[src/rtl/regfile_pkg.sv]
// regfile_pkg: shared defaults and types for the regfile_param slice.
//   DEF_DATA_W   : default register width
//   DEF_ADDR_W   : default index width (depth = 2**ADDR_W)
//   DEF_RA_IDX   : default index of the link ($ra) register
//   DEF_SP_IDX   : default index of the stack pointer ($sp) register
//   DEF_SP_INIT  : default $sp reset value (all ones)
//   cmp_flags_t  : latched unsigned compare flags
package regfile_pkg;

  localparam int DEF_DATA_W = 8;
  localparam int DEF_ADDR_W = 2;
  localparam int DEF_RA_IDX = 3;
  localparam int DEF_SP_IDX = 2;
  localparam logic [DEF_DATA_W-1:0] DEF_SP_INIT = '1;

  typedef struct packed {
    logic slt_ab;
    logic slt_ba;
    logic eq;
  } cmp_flags_t;

endpackage

[src/rtl/regfile_sp_ctrl.sv]
// regfile_sp_ctrl: next-value logic for the $sp register plus the sticky
// wrap-around flag.
// Priority on $sp: link write > general write > push/pop.
// Ports:
//   clk, reset    : clock, asynchronous active-high reset
//   sp_cur        : current stored $sp
//   push, pop     : decrement / increment requests (both together cancel)
//   wr_en, wr_data: general write aimed at $sp
//   link_en, link_data : link write aimed at $sp (only if RA_IDX == SP_IDX)
//   sp_next       : value $sp takes on the next rising edge
//   sp_err        : sticky wrap indicator, cleared only by reset
module regfile_sp_ctrl #(
  parameter int DATA_W = regfile_pkg::DEF_DATA_W
) (
  input  logic              clk,
  input  logic              reset,
  input  logic [DATA_W-1:0] sp_cur,
  input  logic              push,
  input  logic              pop,
  input  logic              wr_en,
  input  logic [DATA_W-1:0] wr_data,
  input  logic              link_en,
  input  logic [DATA_W-1:0] link_data,
  output logic [DATA_W-1:0] sp_next,
  output logic              sp_err
);

  logic sp_err_d, sp_err_q;
  logic wrap;

  always_comb begin
    sp_next = sp_cur;
    wrap    = 1'b0;
    if (link_en) begin
      sp_next = link_data;
    end else if (wr_en) begin
      sp_next = wr_data;
    end else if (push && !pop) begin
      sp_next = sp_cur - 1'b1;
      wrap    = (sp_cur == '0);
    end else if (pop && !push) begin
      sp_next = sp_cur + 1'b1;
      wrap    = (sp_cur == '1);
    end
    sp_err_d = sp_err_q | wrap;
  end

  always_ff @(posedge clk or posedge reset) begin
    if (reset) sp_err_q <= 1'b0;
    else       sp_err_q <= sp_err_d;
  end

  assign sp_err = sp_err_q;

endmodule

[src/rtl/regfile_param.sv]
// regfile_param: parameterised register file with link ($ra) write port,
// stack-pointer ($sp) push/pop, and latched unsigned compare flags.
// Optional feature: define REGFILE_BYPASS_EN to forward same-cycle write
// data to the read ports (link > we > stack priority).
// Ports:
//   clk, reset            : clock (rising), asynchronous active-high reset
//   we, waddr, wdata      : general write port
//   raddr_a/b, rdata_a/b  : combinational read ports
//   link_we, link_data    : jal link write into RA_IDX (beats we)
//   sp_push, sp_pop       : $sp decrement / increment
//   cmp_en                : latch slt_ab / slt_ba / eq from rdata_a vs rdata_b
//   ra_out, sp_out        : views of the $ra / $sp registers
//   sp_err                : sticky $sp wrap indicator
module regfile_param
  import regfile_pkg::*;
#(
  parameter int DATA_W = DEF_DATA_W,
  parameter int ADDR_W = DEF_ADDR_W,
  parameter int RA_IDX = DEF_RA_IDX,
  parameter int SP_IDX = DEF_SP_IDX,
  parameter logic [DATA_W-1:0] SP_INIT = {DATA_W{1'b1}}
) (
  input  logic              clk,
  input  logic              reset,
  input  logic              we,
  input  logic [ADDR_W-1:0] waddr,
  input  logic [DATA_W-1:0] wdata,
  input  logic [ADDR_W-1:0] raddr_a,
  input  logic [ADDR_W-1:0] raddr_b,
  output logic [DATA_W-1:0] rdata_a,
  output logic [DATA_W-1:0] rdata_b,
  input  logic              link_we,
  input  logic [DATA_W-1:0] link_data,
  input  logic              sp_push,
  input  logic              sp_pop,
  input  logic              cmp_en,
  output logic              slt_ab,
  output logic              slt_ba,
  output logic              eq,
  output logic [DATA_W-1:0] ra_out,
  output logic [DATA_W-1:0] sp_out,
  output logic              sp_err
);

  localparam int DEPTH = 2 ** ADDR_W;
  localparam logic [ADDR_W-1:0] RA_A = ADDR_W'(RA_IDX);
  localparam logic [ADDR_W-1:0] SP_A = ADDR_W'(SP_IDX);

  logic [DATA_W-1:0] regs_q [DEPTH];
  logic [DATA_W-1:0] regs_d [DEPTH];
  logic [DATA_W-1:0] sp_next;
  cmp_flags_t        flags_d, flags_q;

  regfile_sp_ctrl #(.DATA_W(DATA_W)) u_sp_ctrl (
    .clk       (clk),
    .reset     (reset),
    .sp_cur    (regs_q[SP_A]),
    .push      (sp_push),
    .pop       (sp_pop),
    .wr_en     (we && (waddr == SP_A)),
    .wr_data   (wdata),
    .link_en   (link_we && (RA_A == SP_A)),
    .link_data (link_data),
    .sp_next   (sp_next),
    .sp_err    (sp_err)
  );

  // Next array image. The $sp slot always takes sp_next, which already
  // folds in the general and link writes aimed at it; link is applied last
  // so it beats a same-cycle general write to RA_IDX.
  always_comb begin
    for (int i = 0; i < DEPTH; i++) regs_d[i] = regs_q[i];
    if (we) regs_d[waddr] = wdata;
    regs_d[SP_A] = sp_next;
    if (link_we) regs_d[RA_A] = link_data;
  end

`ifdef REGFILE_BYPASS_EN
  // regs_d equals regs_q for every slot not being written this cycle.
  assign rdata_a = regs_d[raddr_a];
  assign rdata_b = regs_d[raddr_b];
`else
  assign rdata_a = regs_q[raddr_a];
  assign rdata_b = regs_q[raddr_b];
`endif

  always_comb begin
    flags_d = flags_q;
    if (cmp_en) begin
      flags_d.slt_ab = (rdata_a < rdata_b);
      flags_d.slt_ba = (rdata_b < rdata_a);
      flags_d.eq     = (rdata_a == rdata_b);
    end
  end

  always_ff @(posedge clk or posedge reset) begin
    if (reset) begin
      for (int i = 0; i < DEPTH; i++)
        regs_q[i] <= (i == SP_IDX) ? SP_INIT : '0;
      flags_q <= '0;
    end else begin
      for (int i = 0; i < DEPTH; i++) regs_q[i] <= regs_d[i];
      flags_q <= flags_d;
    end
  end

  assign slt_ab = flags_q.slt_ab;
  assign slt_ba = flags_q.slt_ba;
  assign eq     = flags_q.eq;
  assign ra_out = regs_q[RA_A];
  assign sp_out = regs_q[SP_A];

endmodule

[config.mk]
export PLATFORM = sky130hd
export DESIGN_NAME = regfile_param
export DESIGN_NICKNAME = d
export VERILOG_FILES = /design/src/rtl/regfile_pkg.sv /design/src/rtl/regfile_sp_ctrl.sv /design/src/rtl/regfile_param.sv
export SDC_FILE = /design/constraint.sdc
export NUM_CORES = 1
export LEC_CHECK = 0
export BUFFER_PORTS_ARGS = -buffer_cell sky130_fd_sc_hd__buf_4
export CAP_MARGIN = 25
export CELL_PAD_IN_SITES_DETAIL_PLACEMENT = 1
export CELL_PAD_IN_SITES_GLOBAL_PLACEMENT = 1
export CORE_UTILIZATION = 35
export DETAILED_ROUTE_END_ITERATION = 6
export HOLD_SLACK_MARGIN = 0.03
export PLACE_DENSITY_LB_ADDON = 0.1
export SKIP_LAST_GASP = 1
export SYNTH_ARGS = -nofsm -noshare
export SYNTH_HDL_FRONTEND = slang
export SYNTH_SLANG_ARGS = --single-unit
[constraint.sdc]
create_clock -name clk -period 2.1 [get_ports clk]
set_input_delay 0.42 -clock clk [delete_from_list [all_inputs] [get_ports clk]]
set_output_delay 0.42 -clock clk [all_outputs]
set_load 0.05 [all_outputs]
Word-level counts from Yosys, hierarchy flattened. Index checks and enable logic that the tools add are counted.

Bits in read-only memories: 0. Input port bits: 29. Bits in latches: 0. Flip-flop bits (word level): 36. Output and inout bits: 36. Memory bits (writable): 0. Word-level logic and storage cells: 49. Memories kept: 0.

Magnitude comparators: 6. Add/subtract/negate cells: 2. Shifts and indexed selects: 0. Multiply operators: 0. Div/mod/pow operators: 0. Reduce and logical (&&, ||, !) cells: 9. Multiplexer cells: 17. Eq/ne operators: 3. Bitwise logic cells: 4.

Operator list (number): $mux W8 (10); $bmux W8 S2 (2); $bwmux W32 (1); $demux W8 S2 (1); $lt A8 B8 Y1 (2); $ge A3 B3 Y1 const B (3); $not A2 Y3 (3); $add A8 B1 Y8 const B (1); $eq A8 B8 Y1 (1); $eq A8 B8 Y1 const B (1); $logic_not A8 Y1 (1); $sub A8 B1 Y8 const B (1); $logic_and A1 B1 Y1 (4); $lt A3 B1 Y1 const B (1); $mux W1 (3); $reduce_bool A3 Y1 (1); $eq A2 B2 Y1 const B (1); $logic_not A1 Y1 (2); $reduce_bool A2 Y1 (1); $or A1 B1 Y1 (1).

Logic depth before layout (Yosys ltp).
Depth in word-level cells: 8. Gate-level depth with buffers: 10. Depth with buffers taken out: 9.

Hierarchy. From an unflattened synthesis, not the netlist that was laid out.

Cell total of the unflattened synthesis: 229. Area, all modules: 2582.5 sq um.

By module, submodules not included: regfile_param (sequential area each 885.8 sq um, instances 1, area an instance 2006.9 sq um, cells an instance 152); regfile_sp_ctrl (sequential area each 25.0 sq um, instances 1, area an instance 575.6 sq um, cells an instance 77).

Worst setup path after synthesis. OpenSTA, ideal clock, no wires.

Kind: input -> register. Start: input port raddr_b[1]. End: register flags_q, in the netlist slt_ab. Path slack: -532 ps. Data arrival time: 2513 ps. Cell stages on the path: 8. Setup time: 119 ps. Path through: clkbuf_1 -> mux4_2 -> ha_1 -> nor2b_1 -> o21a_1 -> o21ai_0 -> a21oi_1 -> o21ba_2.

Word-level cells in the longest chain between the ends: 5.

RTL lines: start, declared (line regfile_param.sv:29) `input logic [ADDR_W-1:0] raddr_b,`; $not A2 Y3 (not written as such) (line regfile_param.sv:84) `assign rdata_b = regs_q[raddr_b];`; $bmux W8 S2 (line regfile_param.sv:84); $mux W8 (not written as such) (2 in a row) (line regfile_param.sv:84); net rdata_b[1] (line regfile_param.sv:31) `output logic [DATA_W-1:0] rdata_b,`; $lt A8 B8 Y1 (line regfile_param.sv:90) `flags_d.slt_ab = (rdata_a < rdata_b);`; end signal, assigned (line regfile_param.sv:103) `flags_q <= flags_d;`; end, declared (line regfile_param.sv:52) `cmp_flags_t flags_d, flags_q;`.

The timed path passes the listed nets, and every way through them passes these cells. The select of a mux whose other input is x is not followed. A chain may end at the register's enable or synchronous reset.

Final worst setup path.
Start: register regs_q, in the netlist sp_out[1]. End: register regs_q, in the netlist sp_out[6].

Word-level cells in the longest chain between the ends: 4. Elaborated cells on any way between the ends: 5. Those cells by class: 2 x add/sub; 3 x mux.

RTL lines: start, declared (line regfile_param.sv:49) `logic [DATA_W-1:0] regs_q [DEPTH];`; start signal, assigned by index (line regfile_param.sv:99) `regs_q[i] <= (i == SP_IDX) ? SP_INIT : '0;`; $add A8 B1 Y8 (line regfile_sp_ctrl.sv:42) `sp_next = sp_cur + 1'b1;`; $mux W8 (line regfile_sp_ctrl.sv:41) `end else if (pop && !push) begin`; $mux W8 * (line regfile_sp_ctrl.sv:38) `end else if (push && !pop) begin`; $mux W8 * (line regfile_sp_ctrl.sv:36) `end else if (wr_en) begin`.

Every way passes the cells marked *; elsewhere a longest branch is shown, timed or not. The select of a mux whose other input is x is not followed.

==> flow_summary.json <==
{
  "syn_nets": 294,
  "hpwl_mm": 6.001,
  "drc": 0,
  "htreeDepth": 2,
  "slowest_delay_ns": 0.59,
  "globalRouteOverflowTotal": 0,
  "place.gp.congestion": 0.8308,
  "ys_seq_area_frac": 0.3347,
  "cp_data_required_time_ns": 2.33,
  "final_nets": 374,
  "synthCells": 253,
  "wl_per_cell_um": 17.94,
  "num_antenna_cells": 0,
  "num_vias": 2268,
  "synth_area_leaders": "dfrtp_1 (26%), mux4_2 (12%), dfstp_2 (7.7%)",
  "finalHoldViolCount": 0,
  "min_period_ns": 2.086,
  "setup_tns_ns": 0,
  "reg2reg_from": "sp_out[1]",
  "cts_tree": "yes",
  "synth_cell_type_count": 50,
  "clk_latency_ns": 0.28,
  "clk_path_buf_depth": 2,
  "fillers": 842,
  "switchingPower_mw": 2.019,
  "cts-hold-fix-buffers": 0,
  "slew_viol_final": 0,
  "vdd_drop_max_v": 0.0005621,
  "ys.flop_type": "dfrtp_1",
  "cap_violations": 0,
  "synth_area_um2": 2721,
  "p_leak_nw": 1.664,
  "die-area_um2": 8132,
  "clock.fmax_ghz": 0.4793,
  "intPower_mw": 2.427,
  "drt_iter0_markers": 129,
  "io_pins": 65,
  "reg2reg_to": "sp_out[6]",
  "setup_violations": 0,
  "hp-class": "in2async",
  "start_util": 0.3693,
  "grt_max_degree": 37,
  "reg2reg_slack_ns": 0.01,
  "synth.top_cell.area_share": 0.2575,
  "critPathCaptureType": "flop",
  "syn2layout_area_growth_pct": 33.33,
  "yosys-top-cells-count": "dfrtp_1 (28), inv_1 (20), buf_4 (19)",
  "num_rows": 31,
  "cts.sinks": 36,
  "synth_enable_flop_cells": 0,
  "yosys.cell_count.top_type": "dfrtp_1",
  "fin_ws_ns": 0.01376,
  "synth_warnings": 0,
  "r2r_cells": 7,
  "antenna_found_initial": 0,
  "cp-start-kind": "flop",
  "detail-route-antenna-nets": 0,
  "place_ws_ns": -0.1923,
  "grt_setup_unrepaired": "yes",
  "totalWireLength_mm": 7.766,
  "grt_pass1_wl_mm": 12.74,
  "final_util": 0.4924,
  "switching_share": 0.4541,
  "multi_input_area_um2": 1588,
  "die_x_um": 90.18,
  "firstDrtPassIters": 4,
  "ys_seq_elements": 36,
  "finClkSkew_ns": 0.006819,
  "crit_type": "reg2reg",
  "min_period_over_period": 0.9934,
  "drive_gt1_frac": 0.5180,
  "cts-root-buf": "clkbuf_8",
  "path_clk_slew_ns": 0.07,
  "detail_route.vias_per_cell": 5.238,
  "outcome": "completed",
  "portBuffers": 64,
  "power.density_nw_per_um2": 1225,
  "grt_pass1_vias": 2349,
  "tightest_slew_ns": 0.5903,
  "synth_area_per_cell_um2": 10.76,
  "numCtsBuffers": 5,
  "coreArea_um2": 7370,
  "cp.arrival_ns": 2.31,
  "cp_slowest_cell": "dfstp_2",
  "clkPwrFrac": 0.134,
  "crit_path_cell_trace": "xor2_2 > ha_2 > or3b_4 > a31o_4 > a21oi_4 > mux2_4 > nand2_1",
  "seqPwrFrac": 0.259,
  "p_comb_frac": 0.607,
  "gr-usage-all-layers": 0.2005,
  "die_h_um": 90.18,
  "synth_top_area_cell": "dfrtp_1",
  "path_max_fanout": 4,
  "seq_area_um2": 910.9,
  "async_reset_ff_frac": 1.000,
  "slew_headroom": 0.6053
}
## area by class of cell
class                   instances  share of cell area
clock inverters                 2            0.009655
flip-flops and latches         36              0.2510
clock buffers                   6             0.02000
multi-input cells             167              0.4376
well taps                      99             0.03414
inverters                      20             0.02414
repair buffers                103              0.2234
## kinds of logic after synthesis
kind of cell	count (synthesis)	share of synthesized area
buffers and inverters	50	0.1136
AND/OR/NAND/NOR	56	0.1085
adder cells (fa/ha/maj)	12	0.05517
multiplexers	44	0.2464
flip-flops	36	0.3347
AO/OA/AOI/OAI	48	0.1191
XOR/XNOR	7	0.02253
## critical path: cells and delay by family, from the launching register on
kind | cells | cell delay, ns
compound gates | 2 | 0.36
xor+xnor | 1 | 0.14
fa+ha+maj | 1 | 0.19
flops | 1 | 0.59
mux | 1 | 0.30
simple gates | 2 | 0.45
## sequential cells by signal, indices dropped and copies added, names as in the netlist
register and flops:
ra_out 8, sp_out 8, u_sp_ctrl.sp_err 1, regs_q 16, slt_ab 1, slt_ba 1
eq 1
## through the flow
stage          total power [mW]  cell area (µm²)  cells  hold WS (ns)
6_report                  4.446             3628    433        0.2545
4_1_cts                   4.411             3578    431        0.2654
3_5_place_dp              3.791             3471    423        0.4493
3_3_place_gp              3.744             3471    423        0.4403
5_1_grt                   4.725             3628    433        0.2967
2_1_floorplan             3.099             2854    253        0.4911
## metal layers
| layer | vias up | GRT usage | wire, µm |
|---|---|---|---|
| li1 | 1065 | - | - |
| met1 | 1140 | 0.2775 | 3546 |
| met2 | 57 | 0.3295 | 3853 |
| met3 | 6 | 0.03553 | 296 |
| met4 | 0 | 0.03898 | 70 |
| met5 | - | 0 | 0 |
## power by group through the flow
| stage | Sequential (mW) | Combinational [mW] | Clock [mW] |
|---|---|---|---|
| finish | 1.15 | 2.70 | 0.595 |
| global route | 1.19 | 2.89 | 0.647 |
| CTS | 1.17 | 2.63 | 0.618 |
| detailed placement | 1.18 | 2.61 | 0 |
| global placement | 1.16 | 2.58 | 0 |
| floorplan | 1.15 | 1.95 | 0 |
## repair_timing
item / in CTS / in global routing
pin swaps: 0 / 3
resized for setup: 0 / 5
buffers inserted: 0 / 2
endpoints found under the setup margin: 1 / 4
endpoints found under the hold margin: 0 / 0
## worst max path at each step
| stage | slack (ns) | endpoint | from | cells after the start |
|---|---|---|---|---|
| 3_3_place_gp | -0.16 | sp_out[6] | sp_pop | 10 |
| 2_1_floorplan | -0.19 | slt_ab | raddr_a[1] | 9 |
| 3_5_place_dp | -0.19 | sp_out[6] | sp_pop | 10 |
| 4_1_cts | -0.04 | sp_out[6] | sp_out[1] | 7 |
| 5_1_grt | -0.06 | sp_out[6] | sp_out[1] | 7 |
| 6_report | 0.01 | sp_out[6] | sp_out[1] | 7 |
## cell usage in the layout (no fill, tap or decap), types with 9 or more instances in the layout
cell,n
inv_1,17
dfrtp_1,28
o21ai_0,13
mux2_2,17
a21oi_1,9
nand2_1,17
mux2i_1,10
buf_4,100
nor2_1,13
mux4_2,16
(Power assumes the default switching activity.)
